## src/rtl/i2c_slave_sync.sv

```systemverilog
// rtl/i2c_slave_sync.sv - oversampled I2C slave with glitch filter and byte strobes
// SCL/SDA are synchronised and filtered; all protocol decisions use the filtered edges.
module i2c_slave_sync #(
  parameter logic [6:0] ADDR       = 7'h2A,
  parameter int         FILTER_LEN = 3,
  parameter int         MAX_BYTES  = 16,
  localparam int        BW         = $clog2(MAX_BYTES + 1)
) (
  input  logic          clk,
  input  logic          rst,
  input  logic          scl_i,
  input  logic          sda_i,
  output logic          sda_oe,
  output logic [7:0]    rx_data,
  output logic          rx_valid,
  input  logic [7:0]    tx_data,
  output logic          tx_req,
  output logic          busy,
  output logic [3:0]    state_out,
  output logic [BW-1:0] byte_cnt
);

  localparam int FW = (FILTER_LEN > 1) ? $clog2(FILTER_LEN) : 1;

  typedef enum logic [3:0] {
    IDLE = 4'd0, ADDR_S = 4'd1, ADDR_ACK = 4'd2, WR_BYTE = 4'd3,
    WR_ACK = 4'd4, RD_BYTE = 4'd5, RD_ACK = 4'd6, WAIT_STOP = 4'd7
  } state_t;

  // index 1 = SCL, index 0 = SDA
  logic [1:0]    sync1, sync2, filt, filt_d;
  logic [FW-1:0] fcnt [2];

  always_ff @(posedge clk or posedge rst) begin
    if (rst) begin
      sync1   <= 2'b11;
      sync2   <= 2'b11;
      filt    <= 2'b11;
      filt_d  <= 2'b11;
      fcnt[0] <= '0;
      fcnt[1] <= '0;
    end else begin
      sync1  <= {scl_i, sda_i};
      sync2  <= sync1;
      filt_d <= filt;
      for (int i = 0; i < 2; i++) begin
        if (sync2[i] == filt[i]) begin
          fcnt[i] <= '0;
        end else if (fcnt[i] == FW'(FILTER_LEN - 1)) begin
          filt[i] <= sync2[i];
          fcnt[i] <= '0;
        end else begin
          fcnt[i] <= fcnt[i] + FW'(1);
        end
      end
    end
  end

  logic scl_f, sda_f, scl_rise, scl_fall, start_c, stop_c;
  assign scl_f    = filt[1];
  assign sda_f    = filt[0];
  assign scl_rise = scl_f & ~filt_d[1];
  assign scl_fall = ~scl_f & filt_d[1];
  assign start_c  = scl_f & filt_d[0] & ~sda_f;
  assign stop_c   = scl_f & ~filt_d[0] & sda_f;

  state_t     state;
  logic [3:0] bit_cnt;
  logic [7:0] shreg;
  logic       rw;
  logic [7:0] shifted;
  assign shifted   = {shreg[6:0], sda_f};
  assign state_out = state;

  always_ff @(posedge clk or posedge rst) begin
    if (rst) begin
      state    <= IDLE;
      bit_cnt  <= '0;
      shreg    <= '0;
      rw       <= 1'b0;
      sda_oe   <= 1'b0;
      rx_data  <= '0;
      rx_valid <= 1'b0;
      tx_req   <= 1'b0;
      busy     <= 1'b0;
      byte_cnt <= '0;
    end else begin
      rx_valid <= 1'b0;
      tx_req   <= 1'b0;
      if (start_c) begin
        state    <= ADDR_S;
        bit_cnt  <= '0;
        byte_cnt <= '0;
        sda_oe   <= 1'b0;
      end else if (stop_c) begin
        state  <= IDLE;
        sda_oe <= 1'b0;
        busy   <= 1'b0;
      end else begin
        case (state)
          ADDR_S: if (scl_rise) begin
            shreg   <= shifted;
            bit_cnt <= bit_cnt + 4'd1;
            if (bit_cnt == 4'd7) begin
              bit_cnt <= '0;
              if (shifted[7:1] == ADDR) begin
                busy  <= 1'b1;
                rw    <= shifted[0];
                state <= ADDR_ACK;
              end else begin
                busy  <= 1'b0;
                state <= WAIT_STOP;
              end
            end
          end
          // sda_oe doubles as the phase flag: low = ACK not yet driven
          ADDR_ACK: begin
            if (scl_rise && rw && sda_oe) begin
              tx_req <= 1'b1;
            end else if (scl_fall) begin
              if (!sda_oe) begin
                sda_oe <= 1'b1;
              end else if (rw) begin
                shreg   <= {tx_data[6:0], 1'b0};
                sda_oe  <= ~tx_data[7];
                bit_cnt <= 4'd1;
                state   <= RD_BYTE;
              end else begin
                sda_oe  <= 1'b0;
                bit_cnt <= '0;
                state   <= WR_BYTE;
              end
            end
          end
          WR_BYTE: if (scl_rise) begin
            shreg   <= shifted;
            bit_cnt <= bit_cnt + 4'd1;
            if (bit_cnt == 4'd7) begin
              bit_cnt <= '0;
              if (byte_cnt < BW'(MAX_BYTES)) begin
                rx_data  <= shifted;
                rx_valid <= 1'b1;
                byte_cnt <= byte_cnt + BW'(1);
                state    <= WR_ACK;
              end else begin
                busy  <= 1'b0;
                state <= WAIT_STOP;
              end
            end
          end
          WR_ACK: if (scl_fall) begin
            if (!sda_oe) begin
              sda_oe <= 1'b1;
            end else begin
              sda_oe <= 1'b0;
              state  <= WR_BYTE;
            end
          end
          RD_BYTE: if (scl_fall) begin
            if (bit_cnt == 4'd8) begin
              sda_oe <= 1'b0;
              state  <= RD_ACK;
              if (byte_cnt != '1) byte_cnt <= byte_cnt + BW'(1);
            end else begin
              sda_oe  <= ~shreg[7];
              shreg   <= {shreg[6:0], 1'b0};
              bit_cnt <= bit_cnt + 4'd1;
            end
          end
          // a fall here always follows an ACK=0 rise, since NACK leaves the state
          RD_ACK: begin
            if (scl_rise) begin
              if (sda_f) begin
                busy  <= 1'b0;
                state <= WAIT_STOP;
              end else begin
                tx_req <= 1'b1;
              end
            end else if (scl_fall) begin
              shreg   <= {tx_data[6:0], 1'b0};
              sda_oe  <= ~tx_data[7];
              bit_cnt <= 4'd1;
              state   <= RD_BYTE;
            end
          end
          WAIT_STOP: begin
            sda_oe <= 1'b0;
            busy   <= 1'b0;
          end
          default: sda_oe <= 1'b0;
        endcase
      end
    end
  end

endmodule

```

## config.mk

```make
export PLATFORM = sky130hd
export DESIGN_NAME = i2c_slave_sync
export DESIGN_NICKNAME = d
export VERILOG_FILES = /design/src/rtl/i2c_slave_sync.sv
export SDC_FILE = /design/constraint.sdc
export NUM_CORES = 1
export LEC_CHECK = 0
export CORE_ASPECT_RATIO = 1.1
export CORE_MARGIN = 2
export CORE_UTILIZATION = 35
export CTS_BUF_LIST = sky130_fd_sc_hd__clkbuf_8
export DETAILED_ROUTE_END_ITERATION = 10
export SYNTH_ARGS = -nofsm -noshare
export SYNTH_HDL_FRONTEND = slang
export SYNTH_SLANG_ARGS = --single-unit
```

## constraint.sdc

```tcl
create_clock -name clk -period 6.5 [get_ports clk]
set_input_delay 1.625 -clock clk [delete_from_list [all_inputs] [get_ports clk]]
set_output_delay 1.625 -clock clk [all_outputs]
set_load 0.005 [all_outputs]
```

==> results.cfg, run 1 <==
[sta]
hold_viol = 0
slew_headroom_pct = 38.24
fin_ws_ns = 3.061
period_needed_ns = 3.439
finalClockSkew_ns = 0.01197
fmax_mhz = 290.8
setup_violations = 0
tns_ns = 0
slew_viol_final = 0
rsz0062_at_grt = false
timing.final.crit_share_pct = 52.91
tightest_slew_ns = 0.9251

[die]
start_util_pct = 35.77
rows = 33
die_x_um = 86.87
ioPinCount = 33
die_y_um = 95.16
core_um2 = 7391
dieArea_um2 = 8266

[clocking]
root_buffer = clkbuf_8
cts_buffers = 5
clkSinkCount = 45
path_clk_slew_ns = 0.08
cts_max_level = 2
clock_path_buffers = 2
ctsResizeCount = 0
post_cts_buffers = 0
ctsHoldBuffers = 0
cts_tree = yes
insertion_delay_ns = 0.31

[yosys]
synth_common_cells = dfrtp_1, mux2_2, inv_1, nor2_1, o21ai_0
synth.most_common_cell = dfrtp_1
synth_edf_count = 0
yosysSeqAreaShare_pct = 42.97
yosysUniqueCellTypes = 61
netlist.area_leader.share_pct = 35.02
synth.ff_latch_count = 45
syn_inst = 251
synth.avg_cell_area_um2 = 10.53
syn_area_um2 = 2644
async_flop_share_pct = 100.0
synth_top_cell_by_area = dfrtp_1
synth_warnings = 0
synthesis.nets = 270
synth_ff_type = dfrtp_1
synthTopCellsByArea = dfrtp_1, dfstp_2, mux2_2, mux2_4, ha_1

[critical_path]
endpoint_kind = output port
path_cells = clkdlybuf4s50_1
critPathMaxFanout = 24
critPathArrivalTime_ns = 1.81
crit_type = reg -> out
worst_path_largest_cell_delay_ns = 0.87
cp.required_ns = 4.88
cp_num_buf_inv = 1
crit_family = flip-flops
worst_r2r_path_depth = 5
path_depth = 1
cp_slowest_cell = dfrtp_1
critPathLaunchType = flop

[place]
hpwl_mm = 4.055
dp_slack_ns = 3.417
io_buffer_count = 31
gp_congestion = 0.8633

[power_and_ir_drop]
p_per_area_nw_per_um2 = 455.4
p_leak_nw = 1.293
total_power_w = 0.001409
vdd_ir_drop_max_mv = 0.1714

[min_path]
hold_class = reg -> reg
hold_depth = 0

[finish]
drive_gt1_share_pct = 20.58
nNetsFinal = 295
nFillCells = 728
area_growth_pct = 17.04
insertedDiodeCount = 0

[global_route]
grt_antenna_before_repair = 0
grt_usage_pct = 15.29
grt_max_degree = 46
grt-ovfl-total = 0
first_global_vias = 1938
grt_pass1_wl_mm = 9.887

[routing]
drt.antenna.violating_nets = 0
wirelength_mm = 5.865
drc = 0
vias_per_cell = 5.379
vias = 1958
dr.pass1.iters = 4
avgRoutedWirePerCell_um = 16.11
drt-initial-drc-count = 92

[job]
maxCapViolations = 0

[run_status]
status = finished clean
stage by stage:
| step | std cells | cell area (um2) | utilization [%] | hold slack (ns) |
|---|---|---|---|---|
| 2_1_floorplan | 251 | 2644 | - | 0.3452 |
| 3_3_place_gp | 356 | 2987 | 40.41 | 0.3461 |
| 3_5_place_dp | 356 | 2987 | 40.41 | 0.3500 |
| 4_1_cts | 364 | 3094 | 41.87 | 0.3627 |
| 5_1_grt | 364 | 3094 | 41.87 | 0.3681 |
| 6_report | 364 | 3094 | 41.87 | 0.3600 |
path summary, 6_finish.rpt:
| kind | start | endpoint | slack (ns) |
|---|---|---|---|
| worst max-delay path | state_out[0]$_DFFE_PP0P_ | state_out[0] | 3.06 |
| worst min-delay path | sync1[1]$_DFF_PP1_ | sync2[1]$_DFF_PP1_ | 0.36 |
| worst max register to register | state_out[1]$_DFFE_PP0P_ | shreg[3]$_DFFE_PP0P_ | 3.84 |
| worst min register to register | sync1[1]$_DFF_PP1_ | sync2[1]$_DFF_PP1_ | 0.36 |
| max in group asynchronous | rst | state_out[2]$_DFFE_PP0P_ | 4.09 |
| min in group asynchronous | rst | rx_data[4]$_DFFE_PP0P_ | 1.83 |
cell usage in the layout, fill, tap and decap left out, types with 3 or more instances in the layout:
master / instances
xnor2_1: 6
ha_1: 7
nand2_1: 8
a21oi_1: 11
a211oi_1: 5
o21ai_0: 12
nor2b_1: 6
clkdlybuf4s50_1: 31
a31oi_1: 3
or2_2: 5
mux2_4: 7
nand3b_1: 3
nor3b_1: 3
nand2b_1: 8
mux2i_1: 4
dfrtp_1: 37
dfstp_2: 8
or3_1: 3
nand3_1: 6
nand4_1: 3
nor2_1: 14
nor3_1: 6
clkbuf_8: 5
inv_1: 15
mux2_2: 17
flip-flops by register name, summed over array words and instances, names as in the netlist:
name and cells:
rx_data 8, rw 1, tx_req 1, sync2 2, filt 2, sda_oe 1, rx_valid 1, bit_cnt 4
filt_d 2, state_out 3, byte_cnt 5, shreg 8, sync1 2, busy 1, fcnt 4
layer usage:
layer | GRT usage, % | vias to the layer above | wire length [um] | part of all wire (%)
met2 | 22.77 | 46 | 2672 | 46
met1 | 22.35 | 948 | 2914 | 50
met5 | 0 | - | 0 | 0
li1 | - | 957 | - | -
met3 | 3.203 | 7 | 202 | 3.4
met4 | 4.297 | 0 | 76 | 1.3
kinds of logic (layout without fill, tap and decap cells):
logic type      after synthesis  count (layout)  share of synthesized area (%)
simple gates                 80              80                          18.03
compound gates               56              56                          15.81
flops                        45              45                          42.97
mux                          28              28                          12.73
buf+inv                      28              54                          5.016
fa+ha+maj                     7               7                          3.313
xor+xnor                      6               6                          1.988
other cells                   1               1                         0.1418
power breakdown:
| part | switching (W) | total (W) | internal, W |
|---|---|---|---|
| sequential | 0.000151 | 0.000523 | 0.000372 |
| clock | 0.000103 | 0.000215 | 0.000113 |
| combinational | 0.000319 | 0.000671 | 0.000352 |
| total | 0.000572 | 0.00141 | 0.000837 |
area by class of cell:
cell class / instances / area [um2] / area share (%)
multi-input cells: 178 / 1375 / 44.44
flip-flops and latches: 45 / 1136 / 36.72
inverters: 15 / 56.30 / 1.820
repair buffers: 31 / 310.3 / 10.03
clock inverters: 3 / 38.79 / 1.254
clock buffers: 5 / 68.82 / 2.224
well taps: 87 / 108.9 / 3.518
No activity file was read; power rests on OpenSTA's default activity.
==> run 2, diff against run 1 <==
==> constraint.sdc (replaced) <==
create_clock -name clk -period 3.55 [get_ports clk]
set_input_delay 0.8875 -clock clk [delete_from_list [all_inputs] [get_ports clk]]
set_output_delay 0.8875 -clock clk [all_outputs]
set_load 0.005 [all_outputs]
==> results.cfg, run 2 (synthesis gave the netlist of run 1 again) <==
[routing]
drc = 0
vias = 1966
drt-initial-drc-count = 115
wl_met2_mm = 2.610
wl_met1_mm = 2.709
avgRoutedWirePerCell_um = 15.64
drt.antenna.violating_nets = 0
wirelength_mm = 5.739
dr.pass1.iters = 4
wl_met3_um = 322
top_layer_used = met4
vias_per_cell = 5.357

[critical_path]
endpoint_kind = output port
critPathMaxFanout = 28
crit_family = flip-flops
critPathArrivalTime_ns = 1.80
critPathLaunchType = flop
path_depth = 1
cp_slowest_cell = dfrtp_1
r2r-start = state_out[2]$_DFFE_PP0P_
cp.required_ns = 2.66
r2r_end = shreg[6]$_DFFE_PP0P_
worst_r2r_path_depth = 5
cp_num_buf_inv = 1
crit_type = reg -> out
path_cells = clkdlybuf4s50_1
reg2reg_slack_ns = 0.90
worst_path_largest_cell_delay_ns = 0.86

[die]
start_util_pct = 35.77
die_x_um = 86.87
dieArea_um2 = 8266
die_y_um = 95.16
core_um2 = 7391
rows = 33
ioPinCount = 33

[place]
io_buffer_count = 31
hpwl_mm = 4.084
dpl_cell_area_um2 = 3009
gp_congestion = 0.9119

[clocking]
cts_buffers = 5
path_clk_slew_ns = 0.09
cts_tree = yes
ctsHoldBuffers = 0
clock_path_buffers = 2
cts_max_level = 2
ctsResizeCount = 0
clkSinkCount = 45
post_cts_buffers = 0
root_buffer = clkbuf_8
insertion_delay_ns = 0.30

[sta]
setup_violations = 0
tightest_slew_ns = 0.9142
hold_viol = 0
finalClockSkew_ns = 0.008708
slew_headroom_pct = 38.96
tns_ns = 0
period_needed_ns = 2.690
slew_viol_final = 0
rsz0062_at_grt = false
fmax_mhz = 371.8
timing.final.crit_share_pct = 75.77

[power_and_ir_drop]
vdd_ir_drop_max_mv = 0.3130
intPower_w = 0.001483
combinationalPowerShare_pct = 51.3
clkPwrFrac_pct = 12.6
p_leak_nw = 1.290
p_seq_share_pct = 36.1
p_per_area_nw_per_um2 = 816.1
switching_share_pct = 41.32
p_switching_w = 0.001044

[finish]
insertedDiodeCount = 0
drive_gt1_share_pct = 21.43
final_area_um2 = 3097
final_cell_mix = dfrtp_1, clkdlybuf4s50_1, mux2_2, inv_1, nor2_1
nNetsFinal = 298
reg.largest.list = rx_data (8), shreg (8), byte_cnt (5)
layout_commonest_cell = dfrtp_1
area_growth_pct = 17.13

[global_route]
grt_max_degree = 46
grt-ovfl-total = 0
first_global_vias = 1957
grt_antenna_before_repair = 0
grt_usage_pct = 15.16
grt_pass1_wl_mm = 9.777

[min_path]
hold_class = reg -> reg
holdCritStartpoint = sync1[0]$_DFF_PP1_
whs_endpoint = sync2[0]$_DFF_PP1_
hold_depth = 0

[run_status]
status = finished clean

[job]
maxCapViolations = 0
==> run 2: changes by cell type in the layout (fill, tap and decap cells not counted) <==
cell	previous run	this run
bufinv_16	1	0
clkinvlp_4	0	2
clkinv_2	1	0
buf_4	0	3
==> run 2: layer usage <==
layer	track usage, %	vias to the layer above
met1	20.73	934
met4	5.990	0
met3	3.550	8
li1	-	961
met5	0	-
met2	23.16	63
==> run 2: layout make-up <==
| type | instances | area [um2] |
|---|---|---|
| timing repair buffer | 34 | 332.8 |
| sequential | 45 | 1136 |
| clock inverter | 3 | 18.77 |
| fill | 723 | 4294 |
| multi-input combinational | 178 | 1375 |
| inverter | 15 | 56.30 |
| clock buffer | 5 | 68.82 |
| tap | 87 | 108.9 |
==> run 2: power groups by stage <==
stage / registers [W] / clock network (W) / logic (W)
after global routing: 0.000947 / 0.000352 / 0.00143
after floorplan: 0.000808 / 0 / 0.00110
after detailed placement: 0.000926 / 0 / 0.00129
after CTS: 0.000914 / 0.000333 / 0.00130
after global placement: 0.000919 / 0 / 0.00129
final: 0.000913 / 0.000319 / 0.00130
==> run 2: how the worst max path moves through the flow <==
stage | from | to | slack, ns
after floorplan | filt_d[1]$_DFF_PP1_ | shreg[1]$_DFFE_PP0P_ | 1.51
after global placement | state_out[2]$_DFFE_PP0P_ | shreg[5]$_DFFE_PP0P_ | 1.05
after detailed placement | state_out[2]$_DFFE_PP0P_ | shreg[6]$_DFFE_PP0P_ | 0.96
after CTS | state_out[2]$_DFFE_PP0P_ | state_out[2] | 0.86
after global routing | state_out[2]$_DFFE_PP0P_ | shreg[6]$_DFFE_PP0P_ | 0.73
final | state_out[2]$_DFFE_PP0P_ | state_out[2] | 0.86
==> run 2: stage by stage <==
stage	hold slack, ns	cells	setup WS [ns]	total power [W]	util [%]
6_report	0.3583	367	0.8602	0.002527	41.90
5_1_grt	0.3652	367	0.7339	0.002728	41.90
4_1_cts	0.3605	367	0.8609	0.002548	41.90
3_5_place_dp	0.3476	359	0.9621	0.002218	40.71
3_3_place_gp	0.3461	359	1.049	0.002205	40.71
2_1_floorplan	0.3452	251	1.509	0.001907	-
==> run 3, diff against run 2 <==
==> constraint.sdc (replaced) <==
create_clock -name clk -period 2.15 [get_ports clk]
set_input_delay 0.5375 -clock clk [delete_from_list [all_inputs] [get_ports clk]]
set_output_delay 0.5375 -clock clk [all_outputs]
set_load 0.005 [all_outputs]
==> results.cfg, run 3 (synthesis gave the netlist of run 1 again) <==
[run_status]
status = finished clean

[critical_path]
critPathArrivalTime_ns = 1.57
path_cells = buf_4 > clkdlybuf4s50_1
cp_num_buf_inv = 2
r2r-start = filt_d[1]$_DFF_PP1_
path_depth = 2
cp_slowest_cell = dfrtp_1
worst_r2r_path_depth = 8
cp.required_ns = 1.61
crit_type = reg -> out
r2r_end = shreg[4]$_DFFE_PP0P_
critPathMaxFanout = 8
crit_start = state_out[0]$_DFFE_PP0P_
crit_family = buffers and inverters
worst_path_largest_cell_delay_ns = 0.55
cp-endpoint = state_out[0]
reg2reg_slack_ns = 0.05
endpoint_kind = output port
critPathLaunchType = flop

[routing]
wl_met1_mm = 2.914
dr.pass1.iters = 4
top_layer_used = met4
drt.antenna.violating_nets = 0
vias = 2110
drt-initial-drc-count = 136
wirelength_mm = 6.205
wl_met2_mm = 2.857
wl_met3_um = 305
vias_per_cell = 5.342
drc = 0
avgRoutedWirePerCell_um = 15.71

[sta]
tightest_slew_ns = 0.5177
finalClockSkew_ns = 0.006428
hold_ws_ns = 0.3582
hold_viol = 0
period_needed_ns = 2.105
timing.final.crit_share_pct = 97.90
rsz0062_at_grt = true
setup_violations = 0
fmax_mhz = 475.1
slew_viol_final = 0
slew_headroom_pct = 65.48
fin_ws_ns = 0.04519

[clocking]
root_buffer = clkbuf_8
cts_buffers = 5
cts_tree = yes
clock_path_buffers = 2
path_clk_slew_ns = 0.09
insertion_delay_ns = 0.30
cts_max_level = 2
clkSinkCount = 45

[global_route]
grt_usage_pct = 16.20
grt-ovfl-total = 0
grt_pass1_wl_mm = 10.47
grt_antenna_before_repair = 0
grt_max_degree = 46
first_global_vias = 2120

[job]
maxCapViolations = 0

[die]
core_um2 = 7391
dieArea_um2 = 8266
start_util_pct = 35.77
die_y_um = 95.16
die_x_um = 86.87
ioPinCount = 33
rows = 33

[power_and_ir_drop]
total_power_w = 0.004648
p_per_area_nw_per_um2 = 1379
vdd_ir_drop_max_mv = 0.5065
p_leak_nw = 1.443

[finish]
utilization_pct = 45.61
drive_gt1_share_pct = 30.52
nNetsFinal = 326
final_cell_mix = dfrtp_1, clkdlybuf4s50_1, buf_4, mux2_2
nFillCells = 698
ff_latch_area_um2 = 1137
reg.largest.list = rx_data (8), shreg (8), byte_cnt (5)
fin_cells = 395
layout_commonest_cell = dfrtp_1
insertedDiodeCount = 0
area_growth_pct = 27.50
multi_input_area_um2 = 1399

[place]
io_buffer_count = 31
placed_cells = 385
gp_congestion = 0.9120
hpwl_mm = 4.510
dp_slack_ns = 0.003866

[min_path]
hold_class = reg -> reg
[run 3: how the worst min path moves through the flow]
stage	start	to	slack, ns	depth (start not counted)
2_1_floorplan	sync1[0]$_DFF_PP1_	sync2[0]$_DFF_PP1_	0.35	0
3_3_place_gp	sync1[1]$_DFF_PP1_	sync2[1]$_DFF_PP1_	0.35	0
3_5_place_dp	sync1[1]$_DFF_PP1_	sync2[1]$_DFF_PP1_	0.35	0
4_1_cts	sync1[1]$_DFF_PP1_	sync2[1]$_DFF_PP1_	0.36	0
5_1_grt	sync1[0]$_DFF_PP1_	sync2[0]$_DFF_PP1_	0.37	0
6_report	sync1[1]$_DFF_PP1_	sync2[1]$_DFF_PP1_	0.36	0
[run 3: timing repair]
action,CTS,global route
setup endpoints to repair,7,12
setup buffers,0,2
hold buffers,0,0
pin swaps,0,7
resized for setup,1,9
[run 3: cell type report]
type                       count  share of cell area [%]
sequential                    45                   33.74
timing repair buffer          62                   17.07
inverter                      15                   1.670
tap                           87                   3.229
clock buffer                   6                   2.450
multi-input combinational    178                   41.50
clock inverter                 2                  0.3341
[run 3: layer usage]
metal  GRT usage [%]  up-vias
met2           24.62       61
met4           6.250        0
li1                -     1021
met5               0        -
met1           22.68     1018
met3           3.203       10
[run 3: report_power, final]
part           switching, W  internal, W  total, W
Combinational       0.00121      0.00142   0.00263
Sequential         0.000322      0.00113   0.00145
Clock              0.000304     0.000257  0.000561
[run 3: through the flow]
stage               setup TNS (ns)  area [um2]
floorplan                        0        2644
global placement                 0        3229
detailed placement               0        3229
CTS                              0        3326
global route               -0.1234        3371
finish                           0        3371
[run 3: worst register-to-register path, cell delays in order (launching register included)]
cell	delay, ns
dfstp_2	0.56
inv_1	0.06
ha_2	0.18
o21ai_2	0.06
a21o_1	0.22
nand3_4	0.08
or3_4	0.38
buf_8	0.16
mux2_4	0.29
